## src/rtl/mc_ctrl.sv

```systemverilog
// Multicycle sequencing controller: walks each instruction through FETCH/DECODE/EXEC/MEM/WB,
// drives all datapath mux selects and write strobes, and counts retired instructions.
module mc_ctrl #(
    parameter int CNT_W = 32
) (
    input  logic             clk,
    input  logic             rst,
    input  logic [5:0]       opcode,
    input  logic [5:0]       funct,
    input  logic             zero,
    input  logic             mem_rdy,
    output logic             mem_req,
    output logic             mem_we,
    output logic             iord,
    output logic             ir_write,
    output logic             pc_write,
    output logic [1:0]       pc_sel,
    output logic             reg_write,
    output logic [1:0]       rd_sel,
    output logic [1:0]       wd_sel,
    output logic             alu_a_sel,
    output logic [1:0]       alu_b_sel,
    output logic             ext_zero,
    output logic [1:0]       alu_op,
    output logic             illegal,
    output logic [CNT_W-1:0] instret,
    output logic [2:0]       state
);

    typedef enum logic [2:0] {
        S_FETCH  = 3'd0,
        S_DECODE = 3'd1,
        S_EXEC   = 3'd2,
        S_MEM    = 3'd3,
        S_WB     = 3'd4
    } state_t;

    localparam logic [5:0] OP_RTYPE = 6'b000000;
    localparam logic [5:0] OP_LW    = 6'b100011;
    localparam logic [5:0] OP_SW    = 6'b101011;
    localparam logic [5:0] OP_BEQ   = 6'b000100;
    localparam logic [5:0] OP_ADDI  = 6'b001000;
    localparam logic [5:0] OP_ORI   = 6'b001101;
    localparam logic [5:0] OP_J     = 6'b000010;
    localparam logic [5:0] OP_JAL   = 6'b000011;

    localparam logic [5:0] FN_ADD = 6'b100000;
    localparam logic [5:0] FN_SUB = 6'b100010;
    localparam logic [5:0] FN_AND = 6'b100100;
    localparam logic [5:0] FN_OR  = 6'b100101;
    localparam logic [5:0] FN_SLT = 6'b101010;
    localparam logic [5:0] FN_JR  = 6'b001000;

    state_t           state_q, state_d;
    logic [CNT_W-1:0] instret_q, instret_d;

    logic is_rtype, funct_ok, op_ok, legal, is_jr, retire;
    logic mem_req_c, mem_we_c, ir_write_c, pc_write_c, reg_write_c, illegal_c;

    always_comb begin
        is_rtype = (opcode == OP_RTYPE);
        funct_ok = (funct == FN_ADD) || (funct == FN_SUB) || (funct == FN_AND) ||
                   (funct == FN_OR)  || (funct == FN_SLT) || (funct == FN_JR);
        op_ok    = (opcode == OP_LW)   || (opcode == OP_SW)  || (opcode == OP_BEQ) ||
                   (opcode == OP_ADDI) || (opcode == OP_ORI) || (opcode == OP_J)   ||
                   (opcode == OP_JAL);
        legal    = (is_rtype && funct_ok) || op_ok;
        is_jr    = is_rtype && (funct == FN_JR);
    end

    always_comb begin
        state_d     = state_q;
        retire      = 1'b0;
        mem_req_c   = 1'b0;
        mem_we_c    = 1'b0;
        ir_write_c  = 1'b0;
        pc_write_c  = 1'b0;
        reg_write_c = 1'b0;
        illegal_c   = 1'b0;
        iord        = 1'b0;
        pc_sel      = 2'b00;
        rd_sel      = 2'b00;
        wd_sel      = 2'b00;
        alu_a_sel   = 1'b0;
        alu_b_sel   = 2'b00;
        ext_zero    = 1'b0;
        alu_op      = 2'b00;

        case (state_q)
            S_FETCH: begin
                mem_req_c = 1'b1;
                alu_b_sel = 2'b01;
                if (mem_rdy) begin
                    ir_write_c = 1'b1;
                    pc_write_c = 1'b1;
                    state_d    = S_DECODE;
                end
            end

            // ALU speculatively forms the branch target so EXEC can use ALUOut.
            S_DECODE: begin
                alu_b_sel = 2'b11;
                if (!legal) begin
                    illegal_c = 1'b1;
                    state_d   = S_FETCH;
                end else if (opcode == OP_J || opcode == OP_JAL) begin
                    pc_write_c = 1'b1;
                    pc_sel     = 2'b10;
                    retire     = 1'b1;
                    state_d    = S_FETCH;
                    if (opcode == OP_JAL) begin
                        reg_write_c = 1'b1;
                        rd_sel      = 2'b10;
                        wd_sel      = 2'b10;
                    end
                end else if (is_jr) begin
                    pc_write_c = 1'b1;
                    pc_sel     = 2'b11;
                    retire     = 1'b1;
                    state_d    = S_FETCH;
                end else begin
                    state_d = S_EXEC;
                end
            end

            S_EXEC: begin
                alu_a_sel = 1'b1;
                case (opcode)
                    OP_RTYPE: begin
                        alu_op  = 2'b10;
                        state_d = S_WB;
                    end
                    OP_ADDI: begin
                        alu_b_sel = 2'b10;
                        state_d   = S_WB;
                    end
                    OP_ORI: begin
                        alu_b_sel = 2'b10;
                        ext_zero  = 1'b1;
                        alu_op    = 2'b11;
                        state_d   = S_WB;
                    end
                    OP_LW, OP_SW: begin
                        alu_b_sel = 2'b10;
                        state_d   = S_MEM;
                    end
                    OP_BEQ: begin
                        alu_op     = 2'b01;
                        pc_sel     = 2'b01;
                        pc_write_c = zero;
                        retire     = 1'b1;
                        state_d    = S_FETCH;
                    end
                    default: state_d = S_FETCH;
                endcase
            end

            S_MEM: begin
                mem_req_c = 1'b1;
                iord      = 1'b1;
                mem_we_c  = (opcode == OP_SW);
                if (mem_rdy) begin
                    if (opcode == OP_SW) begin
                        retire  = 1'b1;
                        state_d = S_FETCH;
                    end else begin
                        state_d = S_WB;
                    end
                end
            end

            S_WB: begin
                reg_write_c = 1'b1;
                if (is_rtype) begin
                    rd_sel = 2'b01;
                end else if (opcode == OP_LW) begin
                    wd_sel = 2'b01;
                end
                retire  = 1'b1;
                state_d = S_FETCH;
            end

            default: state_d = S_FETCH;
        endcase
    end

    // Strobes are gated by rst so an abandoned instruction cannot write anything.
    always_comb begin
        mem_req   = mem_req_c   & ~rst;
        mem_we    = mem_we_c    & ~rst;
        ir_write  = ir_write_c  & ~rst;
        pc_write  = pc_write_c  & ~rst;
        reg_write = reg_write_c & ~rst;
        illegal   = illegal_c   & ~rst;
        instret_d = retire ? (instret_q + CNT_W'(1)) : instret_q;
    end

    always_ff @(posedge clk or posedge rst) begin
        if (rst) begin
            state_q   <= S_FETCH;
            instret_q <= '0;
        end else begin
            state_q   <= state_d;
            instret_q <= instret_d;
        end
    end

    assign state   = state_q;
    assign instret = instret_q;

endmodule

```

## config.mk

```make
export PLATFORM = sky130hd
export DESIGN_NAME = mc_ctrl
export DESIGN_NICKNAME = d
export VERILOG_FILES = /design/src/rtl/mc_ctrl.sv
export SDC_FILE = /design/constraint.sdc
export NUM_CORES = 1
export LEC_CHECK = 0
export ABC_AREA = 1
export BUFFER_PORTS_ARGS = -buffer_cell sky130_fd_sc_hd__buf_4
export CORE_ASPECT_RATIO = 0.6
export CORE_MARGIN = 2
export CORE_UTILIZATION = 30
export DETAILED_ROUTE_END_ITERATION = 8
export PLACE_DENSITY_LB_ADDON = 0.3
export SYNTH_ARGS = -nofsm -noshare
export SYNTH_HDL_FRONTEND = slang
export SYNTH_SLANG_ARGS = --single-unit
export TNS_END_PERCENT = 1
```

## constraint.sdc

```tcl
create_clock -name clk -period 3 [get_ports clk]
set_clock_uncertainty 0.2 [all_clocks]
set_input_delay 0.45 -clock clk [delete_from_list [all_inputs] [get_ports clk]]
set_output_delay 0.45 -clock clk [all_outputs]
set_load 0.01 [all_outputs]
```

# ---- Word level (Yosys, flattened, before mapping)
# Cells that the tools add are included.
dict set report totals {
  wordCells 99
  mem_bits_rw 0
  ff_bits 35
  latch_bits 0
  out_inout_bits 54
  memories 0
  romBits 0
  in_bits 16
}
dict set report classes {
  reduce_logical 22
  mux 48
  order_cmp 0
  shift 0
  n_bitwise 7
  n_eq_ne 19
  n_div 0
  n_addsub 1
  n_mul 0
}
# cell count
set ops {}
lappend ops {{6-bit equality test, second input constant} 7}
lappend ops {{32-bit by 1-bit adder with 32-bit output, second input constant} 1}
lappend ops {{1-bit 2-to-1 mux} 24}
lappend ops {{2-bit 2-to-1 mux} 11}
lappend ops {{6-bit by 4-bit equality test with 1-bit output, second input constant} 3}
lappend ops {{1-bit logical OR} 13}
lappend ops {{6-bit by 2-bit equality test with 1-bit output, second input constant} 2}
lappend ops {{2-bit one-hot mux with 2 select lines} 3}
lappend ops {{2-bit one-hot mux with 3 select lines} 2}
lappend ops {{3-bit one-hot mux with 4 select lines} 1}
lappend ops {{3-bit 2-to-1 mux} 3}
lappend ops {{1-bit bitwise AND} 6}
lappend ops {{3-bit by 2-bit equality test with 1-bit output, second input constant} 2}
lappend ops {{6-bit by 3-bit equality test with 1-bit output, second input constant} 1}
lappend ops {{6-bit zero test} 1}
lappend ops {{3-bit one-hot mux with 2 select lines} 1}
lappend ops {{2-bit != test, second input constant} 2}
lappend ops {{1-bit one-hot mux with 4 select lines} 1}
lappend ops {{2-bit OR reduction} 2}
lappend ops {{4-bit OR reduction} 1}
lappend ops {{3-bit by 1-bit equality test with 1-bit output, second input constant} 1}
lappend ops {{3-bit equality test, second input constant} 1}
lappend ops {{3-bit zero test} 1}
lappend ops {{1-bit one-hot mux with 3 select lines} 1}
lappend ops {{other kinds (5)} 6}

# ---- Longest topological paths before layout
# Gate-level depths: netlist (run 1).
dict set report depth {
  word_depth 11
  mapped_depth 11
  depth_no_buf 10
}

# ---- Least setup slack after synthesis (run 1)
# No wires, ideal clock.
dict set report synth_path {
  path_kind {in2out}
  startpoint {input rst}
  endpoint {output illegal}
  required_time_ns 2.350
  arrival_time_ns 1.634
  path_buffers 0
  path_stages 3
  path_slack_ns 0.716
  path_cell_list {inv_1 > nand2_1 > nor3_1}
}
dict set report synth_via {
  elab_chain_cells 2
}
# item line_no
set synth_rtl {}
lappend synth_rtl {{start, declared} 7} ;# input logic rst,
lappend synth_rtl {{1-bit inverter} 194} ;# illegal = illegal_c & ~rst;
lappend synth_rtl {{1-bit bitwise AND} 194}
lappend synth_rtl {{end, declared} 25} ;# output logic illegal,
# No other way between the ends.

# ---- Worst setup path in the final report (run 1)
dict set report layout_path {
  startpoint {register state_q[2], in the netlist state[2]}
  endpoint {output pc_write}
}
dict set report layout_via {
  elab_chain_cells 3
  elab_cells_between_ends 5
  classes_between {eq/ne (2); mux (1); bitwise (1); reduce/logical (1)}
}
# item line_no
set layout_rtl {}
lappend layout_rtl {{start, declared} 54} ;# state_t state_q, state_d;
lappend layout_rtl {{start signal, assigned} 203} ;# state_q <= state_d;
lappend layout_rtl {{3-bit by 2-bit equality test with 1-bit output (tied with other cells)} 89} ;# case (state_q)
lappend layout_rtl {{1-bit one-hot mux with 3 select lines *} 89}
lappend layout_rtl {{1-bit bitwise AND *} 192} ;# pc_write = pc_write_c & ~rst;
lappend layout_rtl {{end, declared} 16} ;# output logic pc_write,
# Mark *: on every way between the ends. The rest lies on a longest branch, timed or not.

==> metrics.txt, run 1 <==
run status=finished, final reports clean; Ports=70; crit-path max cell delay=0.44 ns; synthesized net count=459; drt total wl=8420 microns; RR Endpoint=instret[28]; Pleak=1.82 nW; yosys warns=0; worst-margin pin slew=0.468 ns; initial antenna violation count=0; Cell variety after synth=24; Die H=78.0 microns; Final TNS setup=0 ns; FF-to-FF path depth=10; max-cap violations=0; Critical Path Source Type=flop; full die area=9930 sq um; most frequent cells after synthesis=nand2_1, nor2_1, nand3_1; die width=127 microns; vias per inst=4.78; Post-route DRC=0; hold_buf cts=0; post-synthesis cell count=442; VDD IR max=0.000184 V; Synth top area share=32.0%; post-DR wirelength/cell=13.5 microns; DR iter-0 viols=236; Crit-path slowest cell=dfrtp_1; Final Hold Vio Count=0; average cell area after synthesis=6.19 sq um; Final setup viols=0; # rows=26; drt pass-1 iters=5; fillcell total=936; fin worst setup slack=0.450 ns; post-route ant nets=0; Critical Path Start=state[2]; period utilization=85.0%; CP Data Arrival Time=1.90 ns; layout cell share with drive strength beyond 1=19.3%; first-pass GRT wire length=14,200 microns; CTS H-Tree Depth=2; Reg clk slew, reported paths=0.06 ns; sequential area share after synthesis=32.0%; Worst Path Class, Setup=reg2out; crit path cell chain=or2_2 -> nor2_4 -> nand2_2 -> inv_1 -> nor2_1 -> nor2_1 -> buf_4; Synth Flop Type=dfrtp_1; Total Routing Usage GR=17.8%; grt ovf=0; Ant. Diodes=0; synthesis-to-finish area growth=27.7%; worst-path fanout max=19; Placed Cells incl. Taps=616; Final Total Pwr=0.00139 W; CTS Buffer Depth=2; CTS tree=yes; fraction of registers with async set/reset=100%; Tmin final=2.55 ns; maximum clock rate=392 MHz; largest net degree at the start of global routing=36; most frequent cell after synthesis=nand2_1; Mapped Area=2740 sq um; number of flops mapped to enable cells by yosys=0; I/O Buffers=69; clock sink count=35; Slew Limit Fails=0; cell mode on critical path=nor2_1; Pwr per Cell Area=399 nW/um^2; Via Count=2,985; crit path to=pc_write; dominant cell type by area after synthesis=dfrtp_1; TritonCTS buffer count=5; Synth area leaders=dfrtp_1, nand2_1, nor2_1; post-CTS sizing=0; Worst Setup End Kind=primary output; Worst R2R Setup Slack=0.87 ns; Worst Hold Class=in2async; Reg-to-Reg Start=instret[0]; Yosys reg bits=35; pre-CTS WS=0.544 ns; Final GP Congestion=0.958; Worst slew margin=68.8%; DP Wirelength=6510 microns; vias in the first global route=2,743; root buffer cell=clkbuf_16; CP Data Required Time=2.35 ns; initial core utilization=31.5%; Core ar.=8690 sq um; Setup Buffers After CTS=0; Final Net Count=528; clock latency on the worst-skew pair=0.28 ns; RSZ-0062 raised after global routing=false; non-filler cells, final=624
==> cell type report <==
| cell class | count | area, sq um | share of cell area (%) |
|---|---|---|---|
| well taps | 112 | 140 | 4.01 |
| repair buffers | 72 | 541 | 15.5 |
| multi-input cells | 367 | 1670 | 47.8 |
| flip-flops and latches | 35 | 876 | 25.1 |
| clock buffers | 8 | 156 | 4.47 |
| inverters | 30 | 113 | 3.22 |
==> metal layers <==
metal / up-vias / part of all wire [%] / track usage, %
li1: 1512 / - / -
met1: 1388 / 54 / 28.0
met2: 81 / 40 / 24.7
met3: 4 / 6.2 / 3.59
met4: 0 / 0.32 / 3.19
met5: - / 0 / 0
==> flip-flops by register name, summed over array words and instances (netlist names) <==
signal   flops
instret     32
state        3
==> kinds of logic after synthesis <==
family	synth area share (%)
AO/OA/AOI/OAI	1.74
flip-flops	32.0
AND/OR/NAND/NOR	54.3
adder cells (fa/ha/maj)	0.457
buffers and inverters	6.99
XOR/XNOR	4.48
==> per-stage QoR <==
step | util (%) | area (sq um) | hold WS [ns]
global placement | 38.4 | 3340 | 0.351
CTS | 40.2 | 3500 | 0.185
global route | 40.2 | 3500 | 0.219
detailed placement | 38.4 | 3340 | 0.364
floorplan | - | 2740 | 0.371
finish | 40.2 | 3500 | 0.171
==> where the power goes <==
group | leakage (nW) | switching [W] | internal (W) | total, W
sequential | 0.485 | 0.0000376 | 0.000495 | 0.000532
clock | 0.0772 | 0.000197 | 0.000354 | 0.000551
combinational | 1.25 | 0.000185 | 0.000126 | 0.000311
==> worst max-delay path, delay by kind of cell, from the launching register on <==
kind | cells | cell delay [ns]
buffers and inverters | 2 | 0.28
DFF | 1 | 0.44
and+or+nand+nor | 5 | 0.89
==> how the worst min path moves through the flow <==
| stage | startpoint | endpoint | cells past startpoint |
|---|---|---|---|
| 3_3_place_gp | instret[31] | instret[31] | 2 |
| 5_1_grt | rst | instret[3] | 3 |
| 6_report | rst | instret[29] | 3 |
| 2_1_floorplan | instret[31] | instret[31] | 2 |
| 3_5_place_dp | instret[31] | instret[31] | 2 |
| 4_1_cts | rst | instret[29] | 3 |
==> cells in the final DEF, fill, tap and decap left out, types with 11 or more instances in the layout <==
cell / count
nand2_1: 198
buf_4: 72
nor2_1: 70
nand3_1: 37
dfrtp_1: 35
inv_1: 27
nand3b_1: 18
xor2_1: 11
No activity file was read; power rests on OpenSTA's default activity.
==> inputs of run 2 (changes only) <==
- ABC_AREA: 1 -> 0
- clock period: 3 -> 2.1 ns (I/O delays scaled with it)
==> run 2 against run 1 <==
Compared with the run above: first-iteration DRC count down 29%; largest cell class unchanged; core utilization rose by 6.5 points; combinational power decreased by 27%; final area decreased by 8.7%; hold slack worse by 0.00091 ns; register-to-register slack worse by 0.90 ns; the run now ends with setup timing left; highest routed layer unchanged; flip-flop and latch count stayed put; clock power up 40%; global-route usage shrank 1.2 points; routed wire length fell by 23%; critical path depth is 1 lower.
==> metrics.txt, run 2 <==
CTS tree=yes; sequential area share after synthesis=40.7%; Worst Setup End Kind=primary output; period utilization=103%; root buffer cell=clkbuf_16; average cell area after synthesis=9.28 sq um; Die H=69.6 microns; switching part of the total=23.9%; # rows=23; first-pass GRT wire length=10,400 microns; most frequent cell after synthesis=dfrtp_1; synthesis-to-finish area growth=48.2%; Pleak=1.44 nW; clock latency on the worst-skew pair=0.28 ns; Largest register FFs=32; Comb power frac=13.2%; Final setup viols=6; crit-path max cell delay=0.41 ns; fillcell total=623; CP Data Arrival Time=1.64 ns; CTS H-Tree Depth=2; Crit-path slowest cell=dfrtp_1; initial core utilization=31.6%; post-route ant nets=0; Core ar.=6820 sq um; Synth Area in Compound Gates=13.4%; Synth Flop Type=dfrtp_1; DR iter-0 viols=168; drt total wl=6450 microns; synthesized net count=249; Final GP Congestion=0.866; worst-margin pin slew=0.521 ns; Ports=70; Synth top area share=40.7%; CTS Buffer Depth=2; Post-route DRC=0; Final Net Count=343; TritonCTS buffer count=5; Worst Hold Class=in2reg; Tmin final=2.15 ns; Ant. Diodes=0; dominant cell type by area after synthesis=dfrtp_1; switching pwr=0.000413 W; Placed Cells incl. Taps=399; yosys warns=0; cell mode on critical path=buf_4; Via Count=2,150; M3 GR Usage=4.02%; DP Wirelength=4720 microns; VDD IR max=0.000244 V; drt pass-1 iters=4; post-DR wirelength/cell=15.6 microns; Critical Path Source Type=flop; global-route met2 utilization=21.0%; Synth area leaders=dfrtp_1, xnor2_1, o2111ai_1; Yosys reg bits=35; non-filler cells, final=414; adder-cell share of the synthesized area=0.581%; layout cell share with drive strength beyond 1=36.7%; Final Hold Vio Count=0; vias in the first global route=2,003; fraction of registers with async set/reset=100%; run status=complete, but fails checks; Total Routing Usage GR=16.5%; most common cell after layout, fill and taps aside=buf_4; clock power share=44.8%; max-cap violations=0; area of placed instances=2910 sq um; initial antenna violation count=0; die width=113 microns; cell-internal power=0.00132 W; grt ovf=0; vias per inst=5.19; Slew Limit Fails=0; failing checks=setup timing; most frequent cells after synthesis=dfrtp_1, xnor2_1, nor2_1; Reg clk slew, reported paths=0.05 ns; pre-CTS WS=-0.0200 ns; RSZ-0062 raised after global routing=true; largest net degree at the start of global routing=31; Design Area, Final=3190 sq um; Worst slew margin=65.2%; Synth Area in Simple Gates=26.8%; maximum clock rate=465 MHz; post-synthesis cell count=232; number of flops mapped to enable cells by yosys=0; post-synthesis mux area share=0.988%; crit path cell chain=buf_6 -> nor3b_2 -> nand4_1 -> buf_4 -> o21ai_0 -> buf_4; clock sink count=35; full die area=7890 sq um; Final Total Pwr=0.00173 W; fin worst setup slack=-0.0525 ns; worst-path fanout max=3; Cell variety after synth=37; Pwr per Cell Area=542 nW/um^2; most frequent cells in the layout=buf_4, dfrtp_1, xnor2_1; largest family of logic cells by synthesized area=simple AND/OR/NAND/NOR gates; Finished Core Util=46.8%; GRT busiest layer=met1; CP Data Required Time=1.58 ns; met1 Use GR=26.7%; I/O Buffers=69; Mapped Area=2150 sq um; Flop pwr share=42.0%; XOR/XNOR share of the synthesized area=13.0%; Worst Path Class, Setup=reg2out
[run 2: changes by cell type after synthesis, sizes merged, moves of 9 or more]
cell,change
o21ai,+12
o2111ai,+9
nand3,-30
nand3b,-18
nand2,-187
xnor2,+29
nor2,-60
inv,-25
xor2,-11
o211ai,+10
[run 2: cell type report]
type	count	area [sq um]	area share (%)
Multi-Input combinational cell	179	1220	38.2
Sequential cell	35	878	27.5
Timing Repair Buffer	100	811	25.4
Clock buffer	8	156	4.90
Tap cell	87	109	3.41
Inverter	5	18.8	0.588
[run 2: timing repair]
item,CTS,global route
hold buffers,1,0
pin swaps,5,0
cloned,1,0
setup endpoints to repair,11,41
hold endpoints to repair,11,0
gates resized for setup,10,2
buffers inserted,4,1
[run 2: metal layers]
metal / share of wire [%] / vias to the layer above / wire, microns
li1: - / 1033 / -
met1: 52 / 1027 / 3380
met2: 40 / 76 / 2590
met3: 5.8 / 14 / 377
met4: 1.6 / 0 / 105
met5: 0 / - / 0
[run 2: worst paths after layout]
kind                              from          end  slack, ns  depth (start not counted)
setup / recovery              state[2]    pc_sel[0]      -0.05                          6
hold / removal                 mem_rdy     state[0]       0.17                          4
setup reg to reg              state[2]  instret[18]      -0.03                          8
hold reg to reg            instret[31]  instret[31]       0.28                          1
max in group asynchronous          rst  instret[11]       0.64                          4
min in group asynchronous          rst  instret[16]       0.48                          3
[run 2: power by group through the flow]
stage | combinational [W] | sequential, W | clock (W)
after floorplan | 0.0000921 | 0.000738 | 0
after global placement | 0.000217 | 0.000737 | 0
after detailed placement | 0.000218 | 0.000736 | 0
after CTS | 0.000228 | 0.000726 | 0.000787
after global routing | 0.000247 | 0.000730 | 0.000822
final | 0.000228 | 0.000727 | 0.000774
[run 2: through the flow]
stage	setup TNS [ns]	hold slack (ns)
finish	-0.198	0.170
global route	-1.82	0.175
CTS	-0.114	0.158
detailed placement	-0.0644	0.250
global placement	-0.00656	0.253
floorplan	0	0.269
[run 2: logic make-up (layout without fill, tap and decap cells)]
group / count (synthesis) / after routing
XOR/XNOR: 32 / 32
adder cells (fa/ha/maj): 1 / 1
multiplexers: 2 / 2
buffers and inverters: 18 / 113
AND/OR/NAND/NOR: 100 / 100
flip-flops: 35 / 35
AO/OA/AOI/OAI: 44 / 44
[run 2: critical path, delay by kind of cell, from the launching register on]
family,cells,cell delay (ns)
simple gates,2,0.39
compound gates,1,0.08
buf+inv,3,0.47
flops,1,0.41
==> inputs of run 3 (changes only) <==
- CORE_MARGIN: 2 -> 3
- clock period: 2.1 -> 2.2 ns (I/O delays scaled with it)
==> run 3 against run 2 <==
Compared with the run above: the run now ends clean; worst setup slack better by 0.12 ns; total power down 9.1%; via count down 3.6%; register-to-register slack better by 0.16 ns; global-route usage down 1.3 points; critical endpoint is now wd_sel[0].
==> metrics.txt, run 3 (synthesized netlist as in run 2, its figures left out) <==
max-cap violations=0; Total Routing Usage GR=15.2%; post-DR wirelength/cell=15.7 microns; # rows=23; Final Total Pwr=0.00157 W; TritonCTS buffer count=5; Finished Core Util=45.0%; CTS Buffer Depth=2; crit-path max cell delay=0.47 ns; Worst Path Class, Setup=reg2out; Ant. Diodes=0; DP Wirelength=4650 microns; CP Data Arrival Time=1.60 ns; Final Net Count=331; Worst slew margin=69.9%; hold_buf cts=0; Final Hold Vio Count=0; drt total wl=6320 microns; Final GP Congestion=0.889; period utilization=96.8%; worst hold slack=0.0203 ns; I/O Buffers=69; Critical Path Source Type=flop; Comb power frac=13.6%; DR iter-0 viols=145; run status=finished, final reports clean; CP Data Required Time=1.67 ns; Core ar.=6820 sq um; switching part of the total=24.5%; initial antenna violation count=0; most common cell after layout, fill and taps aside=buf_4; Pleak=1.36 nW; clock sink count=35; drt pass-1 iters=4; Die H=71.6 microns; non-filler cells, final=402; Post-route DRC=0; Reg clk slew, reported paths=0.05 ns; clock power share=42.2%; clock latency on the worst-skew pair=0.28 ns; vias in the first global route=1,938; Worst Hold Class=in2async; Worst Setup End Kind=primary output; grt ovf=0; synthesis-to-finish area growth=42.5%; cell mode on critical path=buf_4; vias per inst=5.16; root buffer cell=clkbuf_16; Slew Limit Fails=0; initial core utilization=31.6%; largest net degree at the start of global routing=36; Placed Cells incl. Taps=390; die width=115 microns; CTS H-Tree Depth=2; post-route ant nets=0; switching pwr=0.000385 W; full die area=8260 sq um; first-pass GRT wire length=10,100 microns; Via Count=2,073; CTS tree=yes; cell-internal power=0.00119 W; Worst Path Buf+Inv=2; most frequent cells in the layout=buf_4, dfrtp_1, xnor2_1; Largest register FFs=32; VDD IR max=0.000264 V; Pwr per Cell Area=512 nW/um^2; crit-path leading delay family=simple AND/OR/NAND/NOR gates; worst-margin pin slew=0.451 ns; Flop pwr share=44.1%; worst-path fanout max=9; crit path cell chain=buf_4 -> nor3b_4 -> and3_1 -> buf_4; maximum clock rate=470 MHz; RSZ-0062 raised after global routing=true; Tmin final=2.13 ns; layout cell share with drive strength beyond 1=35.2%; Ports=70; Crit-path slowest cell=dfrtp_2; Final setup viols=0
==> run 3: cell types whose count changed in the layout (fill, tap and decap cells not counted), sizes merged <==
cell and change:
dlygate4sd3 -1, clkinv +1, bufbuf -1, buf -10, clkbuf -1
==> run 3: what timing repair did <==
action,in CTS,in global routing
pin swaps,0,4
cloned,0,0
setup endpoints to repair,9,14
setup buffers,0,4
resized for setup,2,15
==> run 3: power by group through the flow <==
stage / clock, W / combinational, W / sequential [W]
6_report: 0.000664 / 0.000214 / 0.000694
5_1_grt: 0.000714 / 0.000233 / 0.000698
4_1_cts: 0.000679 / 0.000206 / 0.000693
3_5_place_dp: 0 / 0.000204 / 0.000704
3_3_place_gp: 0 / 0.000205 / 0.000703
2_1_floorplan: 0 / 0.0000880 / 0.000705
==> run 3: metal layers <==
metal  GRT usage, %  share of wire, %  vias to the layer above  routed length (microns)
met3           2.87               5.4                        7                      342
met4           2.73              0.82                        0                       52
met5              0                 0                        -                        0
li1               -                 -                     1017                        -
met1           24.5                50                      988                     3150
met2           21.2                44                       61                     2770
==> run 3: tightest hold or removal path, delay by kind of cell <==
kind     cells  cell delay, ns
buf+inv      3            0.59
==> run 3: final timing paths <==
check / startpoint / endpoint / slack (ns) / cells after the start
worst min register to register: instret[31] / instret[31] / 0.27 / 1
min in group clk: mem_rdy / state[2] / 0.19 / 3
worst min-delay path: rst / instret[24] / 0.02 / 3
worst max-delay path: state[0] / wd_sel[0] / 0.07 / 4
max in group asynchronous: rst / state[0] / 1.43 / 3
worst max register to register: state[2] / instret[1] / 0.13 / 8
==> run 3: layout make-up <==
cell class              count  area (sq um)
fillers                   663          3750
multi-input cells         179          1240
flip-flops and latches     35           878
repair buffers             88           681
clock buffers               7           133
well taps                  87           109
inverters                   5          18.8
clock inverters             1          5.00
==> run 3: metrics by stage <==
step	setup TNS [ns]	area (sq um)	worst slack [ns]
detailed placement	0	2830	0.0233
CTS	-0.0832	2980	-0.0339
floorplan	0	2150	0.189
global placement	0	2830	0.0564
finish	0	3070	0.0707
global route	-0.0784	3070	-0.0326
